### config.mk
export PLATFORM = sky130hd
export DESIGN_NAME = i2c_target_regs
export DESIGN_NICKNAME = d
export VERILOG_FILES = /design/src/rtl/i2c_pkg.sv /design/src/rtl/i2c_bus_sync.sv /design/src/rtl/i2c_target_regs.sv
export SDC_FILE = /design/constraint.sdc
export NUM_CORES = 1
export LEC_CHECK = 0
export ABC_CLOCK_PERIOD_IN_PS = 6890
export CAP_MARGIN = 40
export CORE_MARGIN = 5
export CORE_UTILIZATION = 50
export DETAILED_ROUTE_END_ITERATION = 10
export DONT_BUFFER_PORTS = 1
export GPL_TIMING_DRIVEN = 1
export PLACE_DENSITY_LB_ADDON = 0.05
export SLEW_MARGIN = 20
export SYNTH_ARGS = -nofsm -noshare
export SYNTH_HDL_FRONTEND = slang
export SYNTH_HIERARCHICAL = 1
export SYNTH_SLANG_ARGS = --single-unit
### constraint.sdc
create_clock -name wb_clk_i -period 6.89 [get_ports wb_clk_i]
set_clock_uncertainty 0.1 [all_clocks]
set_input_delay 0.689 -clock wb_clk_i [delete_from_list [all_inputs] [get_ports wb_clk_i]]
set_output_delay 0.689 -clock wb_clk_i [all_outputs]
set_load 0.01 [all_outputs]
### src/rtl/i2c_pkg.sv
// Shared I2C definitions: target FSM state encoding, ACK polarity and synchronizer depth.
package i2c_pkg;

  localparam int unsigned SYNC_STAGES = 2;

  localparam logic I2C_ACK  = 1'b0;
  localparam logic I2C_NACK = 1'b1;

  typedef enum logic [3:0] {
    ST_IDLE,
    ST_ADDR,
    ST_ADDR_ACK,
    ST_PTR,
    ST_PTR_ACK,
    ST_WDATA,
    ST_WDATA_ACK,
    ST_RDATA,
    ST_RDATA_ACK,
    ST_WAIT_STOP
  } i2c_tgt_state_t;

endpackage

### src/rtl/i2c_bus_sync.sv
// SCL/SDA pad synchronizer with registered SCL edge and START/STOP condition pulses.
module i2c_bus_sync
  import i2c_pkg::*;
(
  input  logic clk,
  input  logic rst,
  input  logic scl_pad,
  input  logic sda_pad,
  output logic scl_rise,
  output logic scl_fall,
  output logic start,
  output logic stop,
  output logic sda
);

  logic [SYNC_STAGES-1:0] scl_sync;
  logic [SYNC_STAGES-1:0] sda_sync;
  logic                   scl_hist;
  logic                   sda_hist;
  logic                   scl_now;
  logic                   sda_now;

  assign scl_now = scl_sync[SYNC_STAGES-1];
  assign sda_now = sda_sync[SYNC_STAGES-1];

  // Idle bus is high, so reset to 1 to avoid phantom edges after reset.
  always_ff @(posedge clk) begin
    if (rst) begin
      scl_sync <= '1;
      sda_sync <= '1;
      scl_hist <= 1'b1;
      sda_hist <= 1'b1;
      scl_rise <= 1'b0;
      scl_fall <= 1'b0;
      start    <= 1'b0;
      stop     <= 1'b0;
      sda      <= 1'b1;
    end else begin
      scl_sync <= {scl_sync[SYNC_STAGES-2:0], scl_pad};
      sda_sync <= {sda_sync[SYNC_STAGES-2:0], sda_pad};
      scl_hist <= scl_now;
      sda_hist <= sda_now;
      scl_rise <= scl_now & ~scl_hist;
      scl_fall <= ~scl_now & scl_hist;
      start    <= scl_now & scl_hist & sda_hist & ~sda_now;
      stop     <= scl_now & scl_hist & ~sda_hist & sda_now;
      sda      <= sda_now;
    end
  end

endmodule

### src/rtl/i2c_target_regs.sv
// I2C target with pointer-addressed 8-bit register file and a direct host access port.
module i2c_target_regs
  import i2c_pkg::*;
#(
  parameter logic [6:0]  TARGET_ADDR = 7'h3C,
  parameter int unsigned REG_DEPTH   = 16
) (
  input  logic       wb_clk_i,
  input  logic       wb_rst_i,
  input  logic       scl_i,
  input  logic       sda_i,
  output logic       sda_o,
  output logic       sda_t,
  input  logic [7:0] host_addr,
  input  logic       host_we,
  input  logic [7:0] host_wdata,
  output logic [7:0] host_rdata,
  output logic       i2c_wr_stb,
  output logic [7:0] i2c_wr_addr,
  output logic [7:0] i2c_wr_data,
  output logic       busy
);

  localparam int unsigned AW = (REG_DEPTH > 1) ? $clog2(REG_DEPTH) : 1;

  logic           scl_rise;
  logic           scl_fall;
  logic           ev_start;
  logic           ev_stop;
  logic           sda_lvl;

  i2c_tgt_state_t state;
  logic [7:0]     regs [REG_DEPTH];
  logic [7:0]     shift;
  logic [7:0]     ptr;
  logic [2:0]     bit_cnt;
  logic           rw;
  logic           ack_on;

  logic           host_in_range;
  logic           ptr_in_range;
  logic [7:0]     rx_byte;
  logic [7:0]     rd_cur;

  i2c_bus_sync u_sync (
    .clk      (wb_clk_i),
    .rst      (wb_rst_i),
    .scl_pad  (scl_i),
    .sda_pad  (sda_i),
    .scl_rise (scl_rise),
    .scl_fall (scl_fall),
    .start    (ev_start),
    .stop     (ev_stop),
    .sda      (sda_lvl)
  );

  assign sda_o         = 1'b0;
  assign host_in_range = 32'(host_addr) < REG_DEPTH;
  assign ptr_in_range  = 32'(ptr) < REG_DEPTH;
  assign host_rdata    = host_in_range ? regs[AW'(host_addr)] : 8'hFF;
  assign rd_cur        = ptr_in_range ? regs[AW'(ptr)] : 8'hFF;
  assign rx_byte       = {shift[6:0], sda_lvl};

  // Protocol FSM; the I2C register write follows the host write so it wins a collision.
  always_ff @(posedge wb_clk_i) begin
    if (wb_rst_i) begin
      state       <= ST_IDLE;
      shift       <= 8'h00;
      ptr         <= 8'h00;
      bit_cnt     <= 3'd0;
      rw          <= 1'b0;
      ack_on      <= 1'b0;
      sda_t       <= 1'b1;
      busy        <= 1'b0;
      i2c_wr_stb  <= 1'b0;
      i2c_wr_addr <= 8'h00;
      i2c_wr_data <= 8'h00;
      for (int i = 0; i < int'(REG_DEPTH); i++) regs[i] <= 8'h00;
    end else begin
      i2c_wr_stb <= 1'b0;
      if (host_we && host_in_range) regs[AW'(host_addr)] <= host_wdata;

      if (ev_start) begin
        state   <= ST_ADDR;
        bit_cnt <= 3'd0;
        ack_on  <= 1'b0;
        sda_t   <= 1'b1;
      end else if (ev_stop) begin
        state  <= ST_IDLE;
        ack_on <= 1'b0;
        sda_t  <= 1'b1;
        busy   <= 1'b0;
      end else begin
        case (state)
          ST_ADDR, ST_PTR, ST_WDATA: begin
            if (scl_rise) begin
              shift   <= rx_byte;
              bit_cnt <= bit_cnt + 3'd1;
              if (bit_cnt == 3'd7) begin
                if (state == ST_ADDR) begin
                  if (rx_byte[7:1] == TARGET_ADDR) begin
                    rw    <= rx_byte[0];
                    busy  <= 1'b1;
                    state <= ST_ADDR_ACK;
                  end else begin
                    state <= ST_WAIT_STOP;
                  end
                end else if (state == ST_PTR) begin
                  ptr   <= rx_byte;
                  state <= ST_PTR_ACK;
                end else begin
                  if (ptr_in_range) regs[AW'(ptr)] <= rx_byte;
                  i2c_wr_stb  <= 1'b1;
                  i2c_wr_addr <= ptr;
                  i2c_wr_data <= rx_byte;
                  ptr         <= ptr + 8'd1;
                  state       <= ST_WDATA_ACK;
                end
              end
            end
          end

          // First SCL fall starts the ACK drive, the second ends it and hands off.
          ST_ADDR_ACK, ST_PTR_ACK, ST_WDATA_ACK: begin
            if (scl_fall) begin
              if (!ack_on) begin
                sda_t  <= I2C_ACK;
                ack_on <= 1'b1;
              end else begin
                ack_on  <= 1'b0;
                bit_cnt <= 3'd0;
                if (state == ST_ADDR_ACK && rw) begin
                  state <= ST_RDATA;
                  sda_t <= rd_cur[7];
                  shift <= {rd_cur[6:0], 1'b1};
                end else begin
                  sda_t <= 1'b1;
                  state <= (state == ST_ADDR_ACK) ? ST_PTR : ST_WDATA;
                end
              end
            end
          end

          ST_RDATA: begin
            if (scl_fall) begin
              if (bit_cnt == 3'd7) begin
                sda_t   <= 1'b1;
                bit_cnt <= 3'd0;
                ack_on  <= 1'b0;
                state   <= ST_RDATA_ACK;
              end else begin
                sda_t   <= shift[7];
                shift   <= {shift[6:0], 1'b1};
                bit_cnt <= bit_cnt + 3'd1;
              end
            end
          end

          ST_RDATA_ACK: begin
            if (scl_rise) begin
              if (sda_lvl == I2C_ACK) begin
                ptr    <= ptr + 8'd1;
                ack_on <= 1'b1;
              end else begin
                state <= ST_WAIT_STOP;
              end
            end else if (scl_fall && ack_on) begin
              ack_on  <= 1'b0;
              bit_cnt <= 3'd0;
              sda_t   <= rd_cur[7];
              shift   <= {rd_cur[6:0], 1'b1};
              state   <= ST_RDATA;
            end
          end

          default: ;
        endcase
      end
    end
  end

endmodule

==> results.txt, run 1 <==
Vias in the first global route - 7,757
Residual DRC - 0
CTS buffer count - 17
Number of I/O pins - 49
Routed WL - 35.31 mm
Slew margin rel. - 0.4045
Initial Util - 0.5027
Pwr per Cell Area - 201.5 nW/um^2
TNS Setup - 0 ns
# fillers - 1,986
Final layout net count - 1,040
Yosys cell types - 80
Vias per std cell - 6.442
Register area share after synthesis - 0.4438
Synthesized area - 11,280 sq um
Post-CTS sizing - 0
R2R setup slack - 3.40 ns
CP Launch Point - bit_cnt[0]
Synthesized flop and latch total - 186
Worst VDD drop - 0.1378 mV
Largest stage delay, worst path - 0.64 ns
Total grt overflow - 0
Port bufs - 0
Main synth FF type - edfxtp_1
CP max stage cell - nor4_4
Critical path required time - 6.90 ns
Crit path top cell by count - ha_1
Period minus WS final - 3.492 ns
WS Path Type - flip-flop to flip-flop
RD Place Congestion - 0.8836
Yosys warns - 6
Final setup fails - 0
CTS clock-pin slew for the worst setup and hold paths - 0.08 ns
Die area - 25,660 sq um
Fin util - 0.5285
Clock buffer depth - 2
Fraction of registers with async set/reset - 0
GRT Total Usage - 0.2772
Startpoint types - flip-flop
Maximum clock rate - 0.2863 GHz
DR pass1 iterations - 5
Final hold violations - 0
Syn_area_per_cell - 10.61 sq um
Mapped Cells - 1,063
Core box area - 22,430 sq um
CTS Root Cell - clkbuf_16
Placed cell area - 11,240 sq um
Max-Cap Viols - 0
Slew Limit Fails - 0
Dpl hpwl - 23.64 mm
Clock Latency Late Sink - 0.45 ns
Routed len/inst - 26.93 um
First-pass GRT wire length - 52.20 mm
Die width - 160.2 um
Critical Path Fanout Max - 27
Standard-cell rows - 55
Outcome - complete, no violations
R2R Path Start - bit_cnt[0]
Multi-input logic area - 5639 sq um
Worst min path class - input port to flip-flop
H-tree Lvls - 4
Setup bufs post-CTS - 0
FF-to-FF End - regs[12][5]
Vias - 8,446
FF+latch area - 5006 sq um
Largest net degree at the start of global routing - 67
Post-CTS Hold Fix Bufs - 0
Initial antenna violation count - 1
Clock tree from TritonCTS - yes
Vert. Die Dim - 160.2 um
Syn Nets - 1,090
Worst slew pin tran - 0.8865 ns
Critical Path, Cell by Cell - ha_1 -> ha_1 -> a21boi_1 -> nand4_4 -> buf_4 -> nor4_4 -> or3_1
Area growth, synth to finish - 5.137%
Count of clock tree sinks - 186
Critical path capture point - regs[12][5]
EDFF count, synth - 128
RSZ-0062 raised after global routing - false
Final period utilization - 0.5069
Critical Path AT - 3.51 ns
Reg2reg path depth - 7
Final Cell Area - 11,860 sq um
LEAKAGE - 3.759 nW
Worst setup EP type - flip-flop
Antenna cell count - 0
Layout cells sized above 1 - 0.1637
Post-route ant nets - 0
Initial DRC Count - 1,058
[cells in the mapped netlist (all sizes together), types with 3 or more instances]
library cell | count | area share
o21ai | 111 | 0.049
ha | 6 | 0.0067
nor2 | 42 | 0.014
or3 | 14 | 0.0078
o22ai | 9 | 0.0050
nand3b | 7 | 0.0058
a21oi | 24 | 0.011
nand2 | 253 | 0.084
o31ai | 30 | 0.020
nand4 | 6 | 0.0047
nor4 | 19 | 0.032
edfxtp | 128 | 0.34
nor3 | 16 | 0.0081
inv | 25 | 0.0083
nand3 | 9 | 0.0040
buf | 48 | 0.027
or3b | 4 | 0.0031
or4 | 3 | 0.0023
a211oi | 7 | 0.0047
clkbuf | 43 | 0.021
mux4 | 71 | 0.14
nor3b | 6 | 0.0053
dfxtp | 58 | 0.10
mux2i | 28 | 0.025
a22o | 8 | 0.0062
nand2b | 22 | 0.012
or2 | 11 | 0.0061
o211ai | 8 | 0.0053
[worst max-delay path: cells and delay by family (launching register included)]
family | cells | cell delay [ns]
buffers and inverters | 1 | 0.47
AOI/OAI and AO/OA | 1 | 0.32
DFF | 1 | 0.35
adders and majority gates | 2 | 0.40
and+or+nand+nor | 3 | 1.49
[metrics by stage]
step	power (mW)	worst slack, ns	std cells	hold WS (ns)
after detailed placement	1.418	3.302	1277	0.2934
final	2.390	3.398	1311	0.2172
after floorplan	1.387	3.701	1063	0.2832
after CTS	2.397	3.417	1309	0.1909
after global routing	2.459	3.134	1311	0.2010
after global placement	1.419	3.175	1274	0.2868
[layout make-up]
class                           instances  area share
Multi-Input combinational cell        761      0.4756
Sequential cell                       186      0.4222
Clock buffer                           17     0.03588
Tap cell                              285     0.03008
Clock inverter                         15     0.01477
Timing Repair Buffer                   22     0.01351
Inverter                               25    0.007915
[power by group]
part           total (mW)  switching (mW)  leakage, nW  internal [mW]
registers            1.25          0.0312         1.76           1.22
clock network       0.992           0.500        0.290          0.492
logic               0.143          0.0738         1.71         0.0695
total                2.39           0.605         3.76           1.78
[placed cells by master (no fill, tap or decap), drive strengths merged, types with 16 or more instances in the layout]
cell,instances
a21oi,24
buf,20
nand2,253
mux4,71
o21ai,111
nor3,16
dfxtp,58
inv,33
nor4,19
mux2i,28
o31ai,30
nor2,42
nand2b,22
clkbuf,19
edfxtp,128
[metal layers]
layer	track usage	share of wire
met5	0	0
met4	0.08526	0.026
met3	0.05213	0.10
met2	0.4204	0.45
met1	0.4071	0.42
[how the worst min path moves through the flow]
| stage | startpoint | slack [ns] | cells after the start | endpoint |
|---|---|---|---|---|
| after global routing | wb_rst_i | 0.20 | 1 | i2c_wr_data[7] |
| final | wb_rst_i | 0.22 | 1 | busy |
| after CTS | wb_rst_i | 0.19 | 1 | ptr[4] |
| after floorplan | u_sync/scl_sync[0] | 0.28 | 1 | u_sync/scl_sync[1] |
| after detailed placement | u_sync/scl_sync[0] | 0.29 | 1 | u_sync/scl_sync[1] |
| after global placement | u_sync/scl_sync[0] | 0.29 | 1 | u_sync/scl_sync[1] |
[registers in the layout, indices dropped and copies added, names as in the netlist, 2 cells and up, named ones only]
name and count:
regs 128, i2c_wr_addr 8, i2c_wr_data 8, ptr 8, shift 8, state 4
bit_cnt 3, u_sync/scl_sync 2, u_sync/sda_sync 2
[kinds of logic after synthesis]
kind of cell / synth area share
other cells: 0.0003325
compound gates: 0.1239
flops: 0.4438
mux: 0.1676
buf+inv: 0.05670
fa+ha+maj: 0.006657
simple gates: 0.2002
xor+xnor: 0.0007768
Power figures use the tool's default switching activity.
==> run 2: changes to the inputs <==
Settings changed: ABC_CLOCK_PERIOD_IN_PS 6890 to 3100.
Clock period 6.89 ns to 3.1 ns, I/O delays scaled along.
==> run 2 against run 1 <==
Compared with the run above: design area rose by 4.1%; cell count rose by 3.9%; maximum frequency rose by 28%; critical path depth rose by 2; combinational power rose by 150%; sequential power rose by 120%; first-iteration DRC count fell by 12%; worst hold slack got worse by 0.21 ns; global-route usage rose by 0.067 points; largest cell class unchanged; largest power group unchanged.
==> results.txt, run 2 (same netlist as run 1, synthesis figures left out) <==
Outcome - complete, no violations
Die area - 25,660 sq um (unchanged)
Clock Latency Late Sink - 0.44 ns (about the same)
Final hold violations - 0 (unchanged)
Maximum clock rate - 0.3665 GHz (+28%)
Setup bufs post-CTS - 0 (unchanged)
WS Path Type - flip-flop to flip-flop
Standard-cell rows - 55 (unchanged)
Area growth, synth to finish - 9.397%
CTS clock-pin slew for the worst setup and hold paths - 0.08 ns (about the same)
Final period utilization - 0.8801 (+0.3732)
CTS buffer count - 17 (unchanged)
Largest stage delay, worst path - 0.35 ns (-0.29 ns)
Dpl hpwl - 24.22 mm (+2.5%)
Post-CTS sizing - 0 (unchanged)
Critical Path, Cell by Cell - ha_1 -> ha_1 -> a21boi_1 -> nand4_4 -> buf_12 -> nor3_4 -> nor2_1 -> o21ai_0 -> buf_2
Worst setup EP type - flip-flop
Clock buffer depth - 2 (unchanged)
RD Place Congestion - 0.9443 (+6.9%)
Vias - 8,636 (+2.2%)
Core box area - 22,430 sq um (unchanged)
Worst min path class - input port to flip-flop
Port bufs - 0 (unchanged)
Vias in the first global route - 8,141 (+5.0%)
H-tree Lvls - 4 (unchanged)
R2R Path Start - bit_cnt[0]
GRT Total Usage - 0.2779 (+0.0006708)
Worst slew pin tran - 0.6132 ns (-0.2733 ns)
Total grt overflow - 0 (unchanged)
Most common cell after layout, fill and taps aside - nand2_1
Routed len/inst - 26.16 um (-2.9%)
TNS Setup - 0 ns (unchanged)
Slew margin rel. - 0.5806 (+0.1762)
Critical path required time - 3.15 ns (-3.75 ns)
Max-Cap Viols - 0 (unchanged)
Initial Util - 0.5027 (unchanged)
Power, Total - 5.414 mW (+130%)
Max FFs per register - 128 (unchanged)
Min-Delay Startpoint - host_wdata[5]
Initial antenna violation count - 1 (unchanged)
CTS Root Cell - clkbuf_16
Routed WL - 35.63 mm (+0.89%)
DR pass1 iterations - 5 (unchanged)
Clock tree from TritonCTS - yes
Critical Path AT - 2.78 ns (-0.73 ns)
Reg2reg path depth - 9 (+2)
Critical Path Fanout Max - 6 (-78%)
Layout cells sized above 1 - 0.1941 (+0.03031)
Most frequent cells in the layout - nand2_1, edfxtp_1, o21ai_0
Die width - 160.2 um (unchanged)
LEAKAGE - 4.053 nW (+7.8%)
Residual DRC - 0 (unchanged)
Period minus WS final - 2.728 ns (-0.7640 ns)
Crit path top cell by count - ha_1
Slew Limit Fails - 0 (unchanged)
Vert. Die Dim - 160.2 um (unchanged)
Post-route ant nets - 0 (unchanged)
Worst VDD drop - 0.3471 mV (+150%)
WP buf/inv - 2 (+1)
Initial DRC Count - 933 (-12%)
Antenna cell count - 0 (unchanged)
Largest net degree at the start of global routing - 49 (-27%)
Vias per std cell - 6.341 (-1.6%)
Largest reg by FF count - regs
Final layout net count - 1,091 (+4.9%)
Post-CTS Hold Fix Bufs - 11 (+11)
Startpoint types - flip-flop
Pre-CTS setup slack - 0.4144 ns (-2.887 ns)
First-pass GRT wire length - 53.34 mm (+2.2%)
Kind of cell adding the most delay to the critical path - compound AO/OA/AOI/OAI gates
CP max stage cell - dfxtp_1
Hold path cells - 2 (+1)
Hold slack - 0.008065 ns (-0.2091 ns)
Count of clock tree sinks - 186 (unchanged)
Number of I/O pins - 49 (unchanged)
FF-to-FF End - regs[15][1]
Final setup margin - 0.3718 ns (-3.026 ns)
RSZ-0062 raised after global routing - false
Pwr per Cell Area - 438.8 nW/um^2 (+120%)
Final setup fails - 0 (unchanged)
R2R setup slack - 0.37 ns (-3.03 ns)
Worst Hold End - regs[11][5]
==> run 2: worst max path at each step <==
stage                     startpoint     endpoint  slack, ns  cells after the start
after floorplan           bit_cnt[0]   regs[4][0]       0.44                      7
after global routing      bit_cnt[0]  regs[15][7]       0.27                      9
final                     bit_cnt[0]  regs[15][1]       0.37                      9
after detailed placement  bit_cnt[0]  regs[15][6]       0.41                      9
after CTS                 bit_cnt[0]  regs[15][1]       0.37                      9
after global placement    bit_cnt[0]  regs[15][0]       0.46                      8
==> run 2: power by group <==
| group | leakage, nW | internal, mW | total (mW) | switching (mW) |
|---|---|---|---|---|
| clock | 0.302 | 1.14 | 2.28 | 1.13 |
| sequential | 1.76 | 2.72 | 2.78 | 0.0633 |
| combinational | 1.99 | 0.169 | 0.354 | 0.185 |
==> run 2: through the flow <==
| stage | utilization | std cells | instance area (sq um) |
|---|---|---|---|
| floorplan | - | 1063 | 11280 |
| global placement | 0.5167 | 1318 | 11590 |
| detailed placement | 0.5169 | 1319 | 11600 |
| CTS | 0.5499 | 1362 | 12340 |
| global route | 0.5499 | 1362 | 12340 |
| finish | 0.5499 | 1362 | 12340 |
==> run 2: layout make-up <==
| type | instances | area (sq um) |
|---|---|---|
| Clock buffer | 18 | 450.4 |
| Clock inverter | 14 | 170.2 |
| Fill cell | 1961 | 10100 |
| Inverter | 25 | 93.84 |
| Multi-Input combinational cell | 761 | 5639 |
| Sequential cell | 186 | 5006 |
| Tap cell | 285 | 356.6 |
| Timing Repair Buffer | 73 | 620.6 |
==> run 2: layer usage <==
metal / vias to the layer above / wire length [um] / GRT usage
met1: 4264 / 15530 / 0.3970
li1: 3947 / - / -
met5: - / 7 / 0
met3: 57 / 2420 / 0.03897
met4: 2 / 840 / 0.07470
met2: 366 / 16830 / 0.4489
==> run 3: changes to the inputs <==
Settings changed: ABC_CLOCK_PERIOD_IN_PS 3100 to 2500, SLEW_MARGIN 20 to default.
Clock period 3.1 ns to 2.5 ns, I/O delays scaled along.
==> run 3 against run 2 <==
Compared with the run above: the flow now finishes with violations (negative setup slack); count of clock-buffer cells in the layout increased by 1; worst hold slack got worse by 0.0017 ns; critical path depth shrank 6; first-iteration DRC count up 5.0%; critical path type is now flip-flop to output port; largest power group unchanged.
==> results.txt, run 3 (same netlist as run 1, synthesis figures left out) <==
Outcome - finished with violations
Failing checks - negative setup slack
RD Place Congestion - 0.9503 (+0.64%)
Standard-cell rows - 55 (unchanged)
Fin util - 0.5643 (+0.01433)
Final std cells w/o fill - 1,392 (+2.2%)
Most common cell after layout, fill and taps aside - nand2_1
Initial DRC Count - 980 (+5.0%)
Most frequent cells in the layout - nand2_1, edfxtp_1, o21ai_0
Final setup margin - -0.09363 ns (-0.4654 ns)
Worst min path class - input port to flip-flop
Layout cells sized above 1 - 0.2278 (+0.03379)
Period minus WS final - 2.594 ns
Final hold violations - 0 (unchanged)
LEAKAGE - 4.213 nW (+3.9%)
Clock buffer depth - 2 (unchanged)
GRT Total Usage - 0.2872 (+0.009339)
Cells after DPL - 1,341 (+1.7%)
Critical Path AT - 2.24 ns (-0.54 ns)
Hold slack - 0.006336 ns (-0.001729 ns)
Startpoint types - flip-flop
Vias per std cell - 6.320 (-0.33%)
Max FFs per register - 128 (unchanged)
CTS buffer count - 17 (unchanged)
TNS Setup - -0.1776 ns (-0.1776 ns)
Routed WL - 36.69 mm (+3.0%)
Worst slew pin tran - 0.9637 ns (+0.3506 ns)
Dpl hpwl - 24.92 mm (+2.9%)
Routed len/inst - 26.36 um (+0.78%)
# fillers - 1,939 (-1.1%)
Slew margin rel. - 0.3554 (-0.2253)
Largest net degree at the start of global routing - 49 (unchanged)
CTS Root Cell - clkbuf_16
Critical path required time - 2.15 ns (-1.00 ns)
WS Path Type - flip-flop to output port
Post-route ant nets - 0 (unchanged)
Final layout net count - 1,120 (+2.7%)
Number of I/O pins - 49 (unchanged)
Multi-input logic area - 5742 sq um (+1.8%)
Initial Util - 0.5027 (unchanged)
Slew Limit Fails - 0 (unchanged)
Max-Cap Viols - 0 (unchanged)
Largest reg by FF count - regs
Vias in the first global route - 8,039 (-1.3%)
Vert. Die Dim - 160.2 um (unchanged)
CP Launch Point - regs[3][0]
Final setup fails - 2 (+2)
Clock Latency Late Sink - 0.44 ns (about the same)
Die area - 25,660 sq um (unchanged)
CTS clock-pin slew for the worst setup and hold paths - 0.08 ns (about the same)
DR pass1 iterations - 6 (+1)
FF+latch area - 5006 sq um (unchanged)
Critical path capture point - host_rdata[0]
First-pass GRT wire length - 54.45 mm (+2.1%)
Total grt overflow - 0 (unchanged)
R2R setup slack - 0.06 ns (-0.31 ns)
RSZ-0062 raised after global routing - true
Critical Path Fanout Max - 2 (-4)
Initial antenna violation count - 3 (+2)
Worst setup EP type - output port
Worst VDD drop - 0.3764 mV (+8.4%)
FF-to-FF End - regs[14][3]
Area growth, synth to finish - 12.25%
Die width - 160.2 um (unchanged)
Clock tree from TritonCTS - yes
H-tree Lvls - 4 (unchanged)
Reg2reg path depth - 5 (-4)
Pwr per Cell Area - 530.9 nW/um^2 (+21%)
Count of clock tree sinks - 186 (unchanged)
Core box area - 22,430 sq um (unchanged)
Maximum clock rate - 0.3856 GHz
Residual DRC - 0 (unchanged)
R2R Path Start - ptr[7]
Pre-CTS setup slack - 0.08547 ns (-0.3290 ns)
Vias - 8,797 (+1.9%)
Final period utilization - 1.037
Port bufs - 0 (unchanged)
[run 3: cell count changes in the layout (fill, tap and decap cells not counted), moves of 4 or more]
| cell | change |
|---|---|
| or3_4 | +6 |
| nand2b_1 | -4 |
| nand2b_4 | +4 |
| or3_1 | -6 |
| clkinv_8 | -4 |
| buf_4 | +26 |
[run 3: cell type report]
class | instances | area share
Inverter | 25 | 0.007413
Multi-Input combinational cell | 761 | 0.4536
Sequential cell | 186 | 0.3955
Clock inverter | 13 | 0.009588
Antenna cell | 1 | 0.0001977
Clock buffer | 19 | 0.03667
Timing Repair Buffer | 102 | 0.06889
Tap cell | 285 | 0.02817
[run 3: repair_timing]
action,CTS,global route
setup endpoints to repair,5,41
gates cloned,0,0
pin swaps,0,1
hold buffers,12,0
endpoints found under the hold margin,155,0
resized for setup,2,8
buffers inserted,4,2
[run 3: routing by layer]
| metal | track usage | share of wire |
|---|---|---|
| met5 | 0 | 0.00074 |
| met2 | 0.4366 | 0.46 |
| met3 | 0.04697 | 0.082 |
| met1 | 0.4277 | 0.43 |
| met4 | 0.08291 | 0.027 |
[run 3: how the worst min path moves through the flow]
stage / from / to / slack (ns) / depth (start not counted)
after floorplan: wb_rst_i / u_sync/scl_rise / 0.23 / 1
after global placement: wb_rst_i / rw / 0.23 / 1
after detailed placement: wb_rst_i / busy / 0.23 / 1
after CTS: host_wdata[0] / regs[11][0] / 0.004 / 2
after global routing: wb_rst_i / regs[0][1] / 0.01 / 1
final: host_wdata[0] / regs[11][0] / 0.006 / 2
[run 3: where the power goes]
part           switching [mW]  internal (mW)
Clock                    1.33           1.41
Sequential             0.0775           3.37
Combinational           0.284          0.243
Total                    1.70           5.02
[run 3: critical path, stage by stage, from the launching register on]
cell and delay (ns):
edfxtp_1 0.45, mux4_2 0.56, mux4_2 0.51, or2b_1 0.28
[run 3: stage by stage]
step | power (mW) | cell area, sq um
floorplan | 3.827 | 11340
global placement | 3.941 | 11840
detailed placement | 3.942 | 11840
CTS | 6.734 | 12600
global route | 6.896 | 12660
finish | 6.720 | 12660
